$ cat src/rtl/clock_period_meter_pkg.sv
// clock_period_meter_pkg: shared FSM state encoding for the clock period meter.
`default_nettype none

package clock_period_meter_pkg;

  typedef enum logic [2:0] {
    ST_IDLE    = 3'd0,
    ST_ARM     = 3'd1,
    ST_WAIT    = 3'd2,
    ST_MEASURE = 3'd3,
    ST_STALL   = 3'd4
  } state_e;

endpackage

`default_nettype wire

$ cat src/rtl/clock_period_meter_sync_edge_detect.sv
// clock_period_meter_sync_edge_detect: synchronizes the measured clock and flags its edges.
`default_nettype none

module clock_period_meter_sync_edge_detect #(
  parameter int SYNC_STAGES = 2
) (
  input  logic clk,
  input  logic reset_n,
  input  logic clk_in,
  output logic sync_o,
  output logic rise_o,
  output logic fall_o
);

  logic [SYNC_STAGES-1:0] sync_q;
  logic                   prev_q;

  always_ff @(posedge clk or negedge reset_n) begin
    if (!reset_n) begin
      sync_q <= '0;
      prev_q <= 1'b0;
    end else begin
      sync_q <= {sync_q[SYNC_STAGES-2:0], clk_in};
      prev_q <= sync_q[SYNC_STAGES-1];
    end
  end

  assign sync_o = sync_q[SYNC_STAGES-1];
  assign rise_o = sync_q[SYNC_STAGES-1] & ~prev_q;
  assign fall_o = ~sync_q[SYNC_STAGES-1] & prev_q;

endmodule

`default_nettype wire

$ cat src/rtl/clock_period_meter.sv
// clock_period_meter: measures period and high time of a slow clock in system-clock
// cycles, and flags a stall when no rising edge arrives for 2^WIDTH-1 cycles.
`default_nettype none

module clock_period_meter
  import clock_period_meter_pkg::*;
#(
  parameter int WIDTH       = 16,
  parameter int SYNC_STAGES = 2
) (
  input  logic             clk,
  input  logic             reset_n,
  input  logic             clk_in,
  input  logic             enable,
  output logic [WIDTH-1:0] period,
  output logic [WIDTH-1:0] high_time,
  output logic             period_valid,
  output logic             stalled
);

  localparam logic [WIDTH-1:0] CNT_MAX = '1;
  localparam logic [WIDTH-1:0] CNT_ONE = WIDTH'(1);

  logic sync_w;
  logic rise_w;
  logic fall_w;

  clock_period_meter_sync_edge_detect #(
    .SYNC_STAGES(SYNC_STAGES)
  ) u_sync (
    .clk    (clk),
    .reset_n(reset_n),
    .clk_in (clk_in),
    .sync_o (sync_w),
    .rise_o (rise_w),
    .fall_o (fall_w)
  );

  state_e           state_q, state_d;
  logic [WIDTH-1:0] cnt_q, cnt_d;
  logic [WIDTH-1:0] hi_q, hi_d;
  logic [WIDTH-1:0] period_q, period_d;
  logic [WIDTH-1:0] high_time_q, high_time_d;
  logic             valid_q, valid_d;
  logic             stalled_q, stalled_d;

  always_ff @(posedge clk or negedge reset_n) begin
    if (!reset_n) begin
      state_q     <= ST_IDLE;
      cnt_q       <= '0;
      hi_q        <= '0;
      period_q    <= '0;
      high_time_q <= '0;
      valid_q     <= 1'b0;
      stalled_q   <= 1'b0;
    end else begin
      state_q     <= state_d;
      cnt_q       <= cnt_d;
      hi_q        <= hi_d;
      period_q    <= period_d;
      high_time_q <= high_time_d;
      valid_q     <= valid_d;
      stalled_q   <= stalled_d;
    end
  end

  always_comb begin
    state_d     = state_q;
    cnt_d       = cnt_q;
    hi_d        = hi_q;
    period_d    = period_q;
    high_time_d = high_time_q;
    valid_d     = 1'b0;
    stalled_d   = stalled_q;

    // Disable takes priority over any edge seen in the same cycle.
    if (!enable) begin
      state_d   = ST_IDLE;
      cnt_d     = '0;
      stalled_d = 1'b0;
    end else begin
      unique case (state_q)
        ST_IDLE: begin
          cnt_d   = '0;
          state_d = ST_ARM;
        end
        ST_ARM: begin
          if (!sync_w) state_d = ST_WAIT;
        end
        ST_WAIT: begin
          if (rise_w) begin
            state_d = ST_MEASURE;
            cnt_d   = CNT_ONE;
          end
        end
        ST_MEASURE: begin
          // A rise on the saturating cycle still closes the period.
          if (rise_w) begin
            period_d    = cnt_q;
            high_time_d = hi_q;
            valid_d     = 1'b1;
            cnt_d       = CNT_ONE;
          end else begin
            if (fall_w) hi_d = cnt_q;
            if (cnt_q == CNT_MAX) begin
              state_d   = ST_STALL;
              stalled_d = 1'b1;
            end else begin
              cnt_d = cnt_q + CNT_ONE;
            end
          end
        end
        ST_STALL: begin
          if (rise_w) begin
            state_d   = ST_MEASURE;
            cnt_d     = CNT_ONE;
            stalled_d = 1'b0;
          end
        end
        default: state_d = ST_IDLE;
      endcase
    end
  end

  assign period       = period_q;
  assign high_time    = high_time_q;
  assign period_valid = valid_q;
  assign stalled      = stalled_q;

endmodule

`default_nettype wire

$ cat config.mk
export PLATFORM = sky130hd
export DESIGN_NAME = clock_period_meter
export DESIGN_NICKNAME = d
export VERILOG_FILES = /design/src/rtl/clock_period_meter_pkg.sv /design/src/rtl/clock_period_meter_sync_edge_detect.sv /design/src/rtl/clock_period_meter.sv
export SDC_FILE = /design/constraint.sdc
export NUM_CORES = 1
export LEC_CHECK = 0
export BUFFER_PORTS_ARGS = -buffer_cell sky130_fd_sc_hd__buf_2
export CORE_ASPECT_RATIO = 1.1
export CORE_MARGIN = 3
export CORE_UTILIZATION = 50
export DETAILED_ROUTE_END_ITERATION = 12
export GPL_TIMING_DRIVEN = 0
export PLACE_DENSITY = 0.83
export SYNTH_ARGS = -nofsm -noshare
export SYNTH_HDL_FRONTEND = slang
export SYNTH_SLANG_ARGS = --single-unit
$ cat constraint.sdc
create_clock -name clk -period 1.63 [get_ports clk]
set_input_delay 0.0815 -clock clk [delete_from_list [all_inputs] [get_ports clk]]
set_output_delay 0.0815 -clock clk [all_outputs]
set_load 0.01 [all_outputs]
==> reports/metrics.yaml, run 1 <==
routing:
  detail_route_antenna_nets: 0
  detail_route.iter0.violations: 269
  via_count: 2543
  drtPass1Iterations: 4
  drc: 0
  drt-total-wl_um: 8670
  routedWlPerCell_um: 20.0
  detail_route.vias_per_cell: 5.87
placed_design:
  post-place-cells: 372
  pre_cts_slack_ps: -348
  numPortBuffers: 36
  gp_congestion: 0.902
  place_hpwl_um: 4480
synthesis:
  synth-seq-area-share: 0.563
  synth_seq_cells: 72
  synthArstFlopShare: 1.00
  synth.area.mux_share: 0.175
  mappedNetlistArea_um2: 3200
  synth_simple_gate_area_share: 0.119
  synth_enable_flop_cells: 0
  synth_xor_xnor_area_share: 0.00273
  netlist-cell-type-count: 48
  synth_warnings: 0
  synth_top_family_by_area: "multiplexers"
  synthCells: 259
  synth_top_flop_cell: "dfrtp_1"
  syn-num-nets: 264
  adder_cell_area_share_of_the_yosys_netlist: 0.00391
  synth_compound_gate_area_share: 0.103
  syn-mean-instance-area_um2: 12.4
worst_setup_path:
  cp_slowest_stage_delay_ps: 400
  setup.worst_path.start_class: "flip-flop"
  buffer_and_inverter_count_on_the_worst_path: 1
  cp_max_fo: 5
  worstPathArrival_ps: 2040
  crit-reg2reg-capture: "hi_q[6]"
  cp_cell_sequence: "and2b_2, nand3_4, nor3b_4, buf_6, mux2_4"
  reg2reg_depth: 5
  worstSetupPathType: "flip-flop to flip-flop"
  worst_ep_required_time_ps: 1870
  worstSetupEndpointType: "flip-flop"
  setup.reg_to_reg.worst_slack_ps: -170
  timing.rr.start: "state_q[2]"
  path_delay_family: "simple AND/OR/NAND/NOR gates"
  slowest_stage: "dfrtp_1"
timing:
  maxSlewHeadroom: 0.402
  finalMaxSlewViolations: 0
  post-route-worst-setup-slack_ps: -172
  period_needed_ps: 1800
  least_margin_pin_slew_ps: 898
  fmaxAchievable_mhz: 555
  timing.final.setup_violations: 56
  timing_hold_violations_final: 0
  layout_worst_path_cycle_share: 1.11
  finalClockSkew_ps: 9.86
  grt_setup_unrepaired: "true"
global_routing:
  gr-total-overflow: 0
  grt.total_usage: 0.218
  first_global_vias: 2446
  grt_first_pass_wirelength_um: 12300
  pin_count_of_the_biggest_net_entering_global_routing: 73
  antenna_violations_before_repair: 0
hold_path:
  worst_hold_path.endpoint: "stalled"
  hold_class: "input pin to flip-flop"
  worst_hold_path.num_cells: 2
  holdCritStartpoint: "enable"
power_and_ir_drop:
  p_comb_frac: 0.225
  power_switching_share: 0.284
  seqPwrFrac: 0.424
  power_mw: 4.53
  switching_power_of_the_nets_mw: 1.29
  internal-power_mw: 3.24
  clockPowerShare: 0.352
  cellLeakagePower_nw: 2.16
  peakVddDrop_mv: 0.966
  power_density_nw_per_um2: 1010
finish:
  fillerInstances: 381
  design.final.nets: 357
  multi_input_gate_area_in_the_final_layout_um2: 1630
  storage_element_area_um2: 1810
  syn_to_final_growth_pct: 40.4
  postLayoutCoreUtil: 0.751
  drive_above_1_share: 0.579
  layoutNonFillerInstCount: 433
  antennaDiodeCount: 0
cts:
  h-tree-depth: 3
  worst_skew_pair.late_latency_ps: 360
  cts.clk_slew.worst_paths_ps: 70
  cts.sink_count: 72
  tritoncts: "done"
  cts-buffers-inserted: 9
  cts.path.max_buffers: 2
  clk_root_buffer_cell: "clkbuf_8"
run_status:
  failed_checks: "setup timing"
  run_status: "finished, violations left"
floorplan:
  floorplan.die.height_um: 89.9
  placement_rows: 29
  dieArea_um2: 7400
  start_util: 0.535
  number_of_primary_i_o_pins: 38
  floorplan.core_area_um2: 5990
  die_x_um: 82.3
job:
  drv_cap: 0
[cell usage in the layout (no fill, tap or decap), drive strengths merged, types with 2 or more instances in the layout]
master	netlist	layout
inv	7	7
nand4	6	6
or3	3	3
clkbuf	1	12
nor2b	2	2
nand2	11	11
o31ai	2	2
and3	3	3
dfrtp	72	72
a31oi	4	4
buf	12	93
dlygate4sd3	0	2
and2b	2	2
o311ai	2	2
o21ai	12	12
nor2	16	16
o311a	2	2
nor3	2	2
o22ai	3	3
bufinv	0	2
a21oi	17	17
nand3	9	9
and4	5	5
mux2	49	49
o211ai	2	2
[final cells by class]
class	instances	share of cell area
repair buffers	82	0.129
plain buffers	13	0.0287
clock buffers	12	0.0345
inverters	7	0.00584
multi-input cells	167	0.363
clock inverters	3	0.0145
flip-flops and latches	72	0.404
well taps	77	0.0214
[worst reg2reg max path: cells and delay by family (launching register included)]
kind	cells	cell delay, ps
mux	1	310
simple gates	3	750
flops	1	400
buf+inv	1	210
[through the flow]
stage,setup TNS [ps],area (um2),hold WS [ps]
floorplan,-537,3210,-214
global placement,-13900,3480,192
detailed placement,-15230,3490,196
CTS,-2610,4120,71.1
global route,-7460,4500,100
finish,-4400,4500,91.9
[cells by family (layout without fill, tap and decap cells)]
logic type | Yosys count | in the layout
compound gates | 51 | 51
xor+xnor | 1 | 1
fa+ha+maj | 1 | 1
buf+inv | 20 | 117
flops | 72 | 72
mux | 50 | 50
simple gates | 64 | 64
[worst max-delay path by stage]
stage               startpoint           end  slack [ps]  cells past startpoint
floorplan           state_q[2]      hi_q[10]         -50                      5
global placement    state_q[2]  high_time[0]        -310                      5
detailed placement  state_q[2]  high_time[5]        -350                      5
CTS                 state_q[2]       hi_q[6]        -150                      5
global route        state_q[2]       hi_q[5]        -220                      5
finish              state_q[2]       hi_q[6]        -170                      5
[flip-flops by register name, indices dropped and copies added, names as in the netlist]
| name | cells |
|---|---|
| cnt_q | 16 |
| hi_q | 16 |
| high_time | 16 |
| period | 16 |
| state_q | 3 |
| u_sync.sync_q | 2 |
| period_valid | 1 |
| stalled | 1 |
| u_sync.prev_q | 1 |
[synthesized netlist by cell type, drive strengths merged (2+ instances only)]
cell    number  area (um2)
nand2       11        41.3
nand3        9        50.1
o22ai        3        18.8
and3         3        18.8
nor2b        2        12.5
or3          3        18.8
o311ai       2        25.0
o211ai       2        15.0
nand4        6        52.6
buf         12        77.6
nor3         2        10.0
nor2        16        65.1
inv          7        26.3
a31oi        4        31.3
and2b        2        16.3
o31ai        2        15.0
dfrtp       72        1800
a21oi       17        85.1
o311a        2        20.0
mux2        49         552
and4         5        43.8
o21ai       12        60.1
[power by group through the flow]
stage / Combinational (mW) / Clock (mW) / Sequential (mW)
floorplan: 0.444 / 0 / 1.93
global placement: 0.574 / 0 / 1.95
detailed placement: 0.599 / 0 / 1.95
CTS: 0.758 / 1.59 / 1.91
global route: 1.09 / 1.67 / 1.92
finish: 1.02 / 1.59 / 1.92
[metal layers]
layer / track usage / vias up / wire, um
li1: - / 1142 / -
met1: 0.287 / 1270 / 3460
met2: 0.340 / 106 / 4480
met3: 0.0370 / 25 / 502
met4: 0.108 / 0 / 225
met5: 0 / - / 0
[timing repair]
action | CTS | global route
cloned | 4 | 1
hold buffers | 2 | 0
endpoints found under the setup margin | 68 | 65
pin swaps | 9 | 26
hold endpoints to repair | 73 | 0
gates resized for setup | 63 | 76
setup buffers | 22 | 18
No activity file was read; power rests on OpenSTA's default activity.
==> run 2, diff against run 1 <==
REMOVE_ABC_BUFFERS = 1   (was default)
==> reports/metrics.yaml, run 2 (synthesis gave the netlist of run 1 again) <==
power_and_ir_drop:
  peakVddDrop_mv: 0.862  # -11%
  switching_power_of_the_nets_mw: 1.30  # +0.78%
  power_switching_share: 0.269  # -0.0150
  clockPowerShare: 0.390  # +0.038
  p_comb_frac: 0.214  # -0.011
  cellLeakagePower_nw: 2.05  # -5.1%
  power_density_nw_per_um2: 1130  # +12%
  power_mw: 4.82  # +6.4%
  seqPwrFrac: 0.396  # -0.028
  internal-power_mw: 3.52  # +8.6%
timing:
  timing.final.setup_violations: 64  # +14%
  maxSlewHeadroom: 0.402  # +0.000710
  least_margin_pin_slew_ps: 897  # -1.06 ps
  finalClockSkew_ps: 10.6  # +0.731 ps
  finalMaxSlewViolations: 0  # unchanged
  period_needed_ps: 1830  # +24.6 ps
  fmaxAchievable_mhz: 547  # -1.3%
  grt_setup_unrepaired: "true"
  layout_worst_path_cycle_share: 1.12  # +0.0151
  post-route-worst-setup-slack_ps: -197  # -24.6 ps
  timing_hold_violations_final: 0  # unchanged
routing:
  detail_route.vias_per_cell: 5.99  # +1.9%
  drtPass1Iterations: 4  # unchanged
  drt-total-wl_um: 7900  # -8.9%
  via_count: 2520  # -0.90%
  detail_route.iter0.violations: 277  # +3.0%
  routedWlPerCell_um: 18.8  # -6.3%
  detail_route_antenna_nets: 0  # unchanged
  drc: 0  # unchanged
cts:
  cts.path.max_buffers: 2  # unchanged
  cts.sink_count: 72  # unchanged
  clk_root_buffer_cell: "clkbuf_8"
  worst_skew_pair.late_latency_ps: 340  # -20 ps
  tritoncts: "done"
  h-tree-depth: 3  # unchanged
  cts-buffers-inserted: 9  # unchanged
  cts.clk_slew.worst_paths_ps: 80  # about the same
worst_setup_path:
  worst_ep_required_time_ps: 1880  # about the same
  setup.worst_path.start: "u_sync.prev_q"
  timing.rr.start: "u_sync.prev_q"
  worstPathArrival_ps: 2070  # +30 ps
  cp_max_fo: 13  # +8
  worstSetupEndpointType: "flip-flop"
  setup.worst_path.start_class: "flip-flop"
  worstSetupPathType: "flip-flop to flip-flop"
floorplan:
  placement_rows: 29  # unchanged
  die_x_um: 82.3  # unchanged
  start_util: 0.535  # unchanged
  dieArea_um2: 7400  # unchanged
  floorplan.core_area_um2: 5990  # unchanged
  floorplan.die.height_um: 89.9  # unchanged
  number_of_primary_i_o_pins: 38  # unchanged
placed_design:
  pre_cts_slack_ps: -707  # -359 ps
  place_hpwl_um: 3720  # -17%
  numPortBuffers: 37  # +2.8%
  gp_congestion: 0.843  # -6.5%
global_routing:
  antenna_violations_before_repair: 0  # unchanged
  grt_first_pass_wirelength_um: 11800  # -3.6%
  grt.total_usage: 0.207  # -0.0108
  first_global_vias: 2412  # -1.4%
  gr-total-overflow: 0  # unchanged
  pin_count_of_the_biggest_net_entering_global_routing: 73  # unchanged
finish:
  commonest_cells_after_routing_fill_and_taps_aside: "57 x dfrtp_1, 37 x buf_4, 36 x buf_2"
  syn_to_final_growth_pct: 33.2
  drive_above_1_share: 0.552  # -0.0263
  design.final.nets: 344  # -3.6%
  final_common_cell: "dfrtp_1"
  antennaDiodeCount: 0  # unchanged
run_status:
  failed_checks: "setup timing"
  run_status: "finished, violations left"
job:
  drv_cap: 0  # unchanged
hold_path:
  holdCritStartpoint: "enable"
  hold_class: "input pin to flip-flop"
[run 2: routing by layer]
layer  up-vias  global-route usage  share of wire
met4         0              0.0845          0.018
met5         -                   0              0
met2       113               0.321           0.51
met1      1266               0.280           0.41
li1       1122                   -              -
met3        19              0.0430          0.060
[run 2: final timing paths]
path / to / slack [ps] / depth (start not counted)
setup / recovery: cnt_q[11] / -200 / 5
hold / removal: stalled / 100 / 2
setup reg to reg: cnt_q[11] / -200 / 5
hold reg to reg: u_sync.sync_q[1] / 360 / 0
max in group asynchronous: cnt_q[3] / 570 / 2
min in group asynchronous: high_time[1] / 380 / 2
[run 2: metrics by stage]
step	instances	hold WS (ps)	utilization	cell area, um2	TNS [ps]
final	421	100	0.713	4270	-3950
after global routing	421	89.6	0.713	4270	-6540
after CTS	412	80.0	0.679	4070	-839
after detailed placement	360	191	0.570	3410	-39640
after global placement	360	191	0.568	3400	-53010
after floorplan	246	-214	-	3120	-27570
[run 2: power groups by stage]
stage	Combinational [mW]	Clock, mW	Sequential, mW
final	1.03	1.88	1.91
after global routing	1.11	1.98	1.91
after CTS	0.841	1.89	1.90
after detailed placement	0.473	0	2.01
after global placement	0.451	0	2.00
after floorplan	0.348	0	1.98
[run 2: critical path, cell delays in order, from the launching register on]
cell	delay [ps]
dfrtp_1	400
and2b_2	270
o211ai_1	290
o311a_2	430
a21oi_1	100
o21ai_0	230
[run 2: layout make-up]
cell class,count,area (um2)
repair buffers,81,554
inverters,7,26.3
flip-flops and latches,72,1820
fillers,395,1720
multi-input cells,168,1500
clock inverters,5,128
well taps,77,96.3
clock buffers,11,141
[run 2: what timing repair did]
action / in CTS / in global routing
buffers inserted: 33 / 9
endpoints found under the hold margin: 73 / 0
gates cloned: 1 / 1
pin swaps: 7 / 6
hold buffers: 2 / 0
endpoints found under the setup margin: 69 / 66
resized for setup: 40 / 35
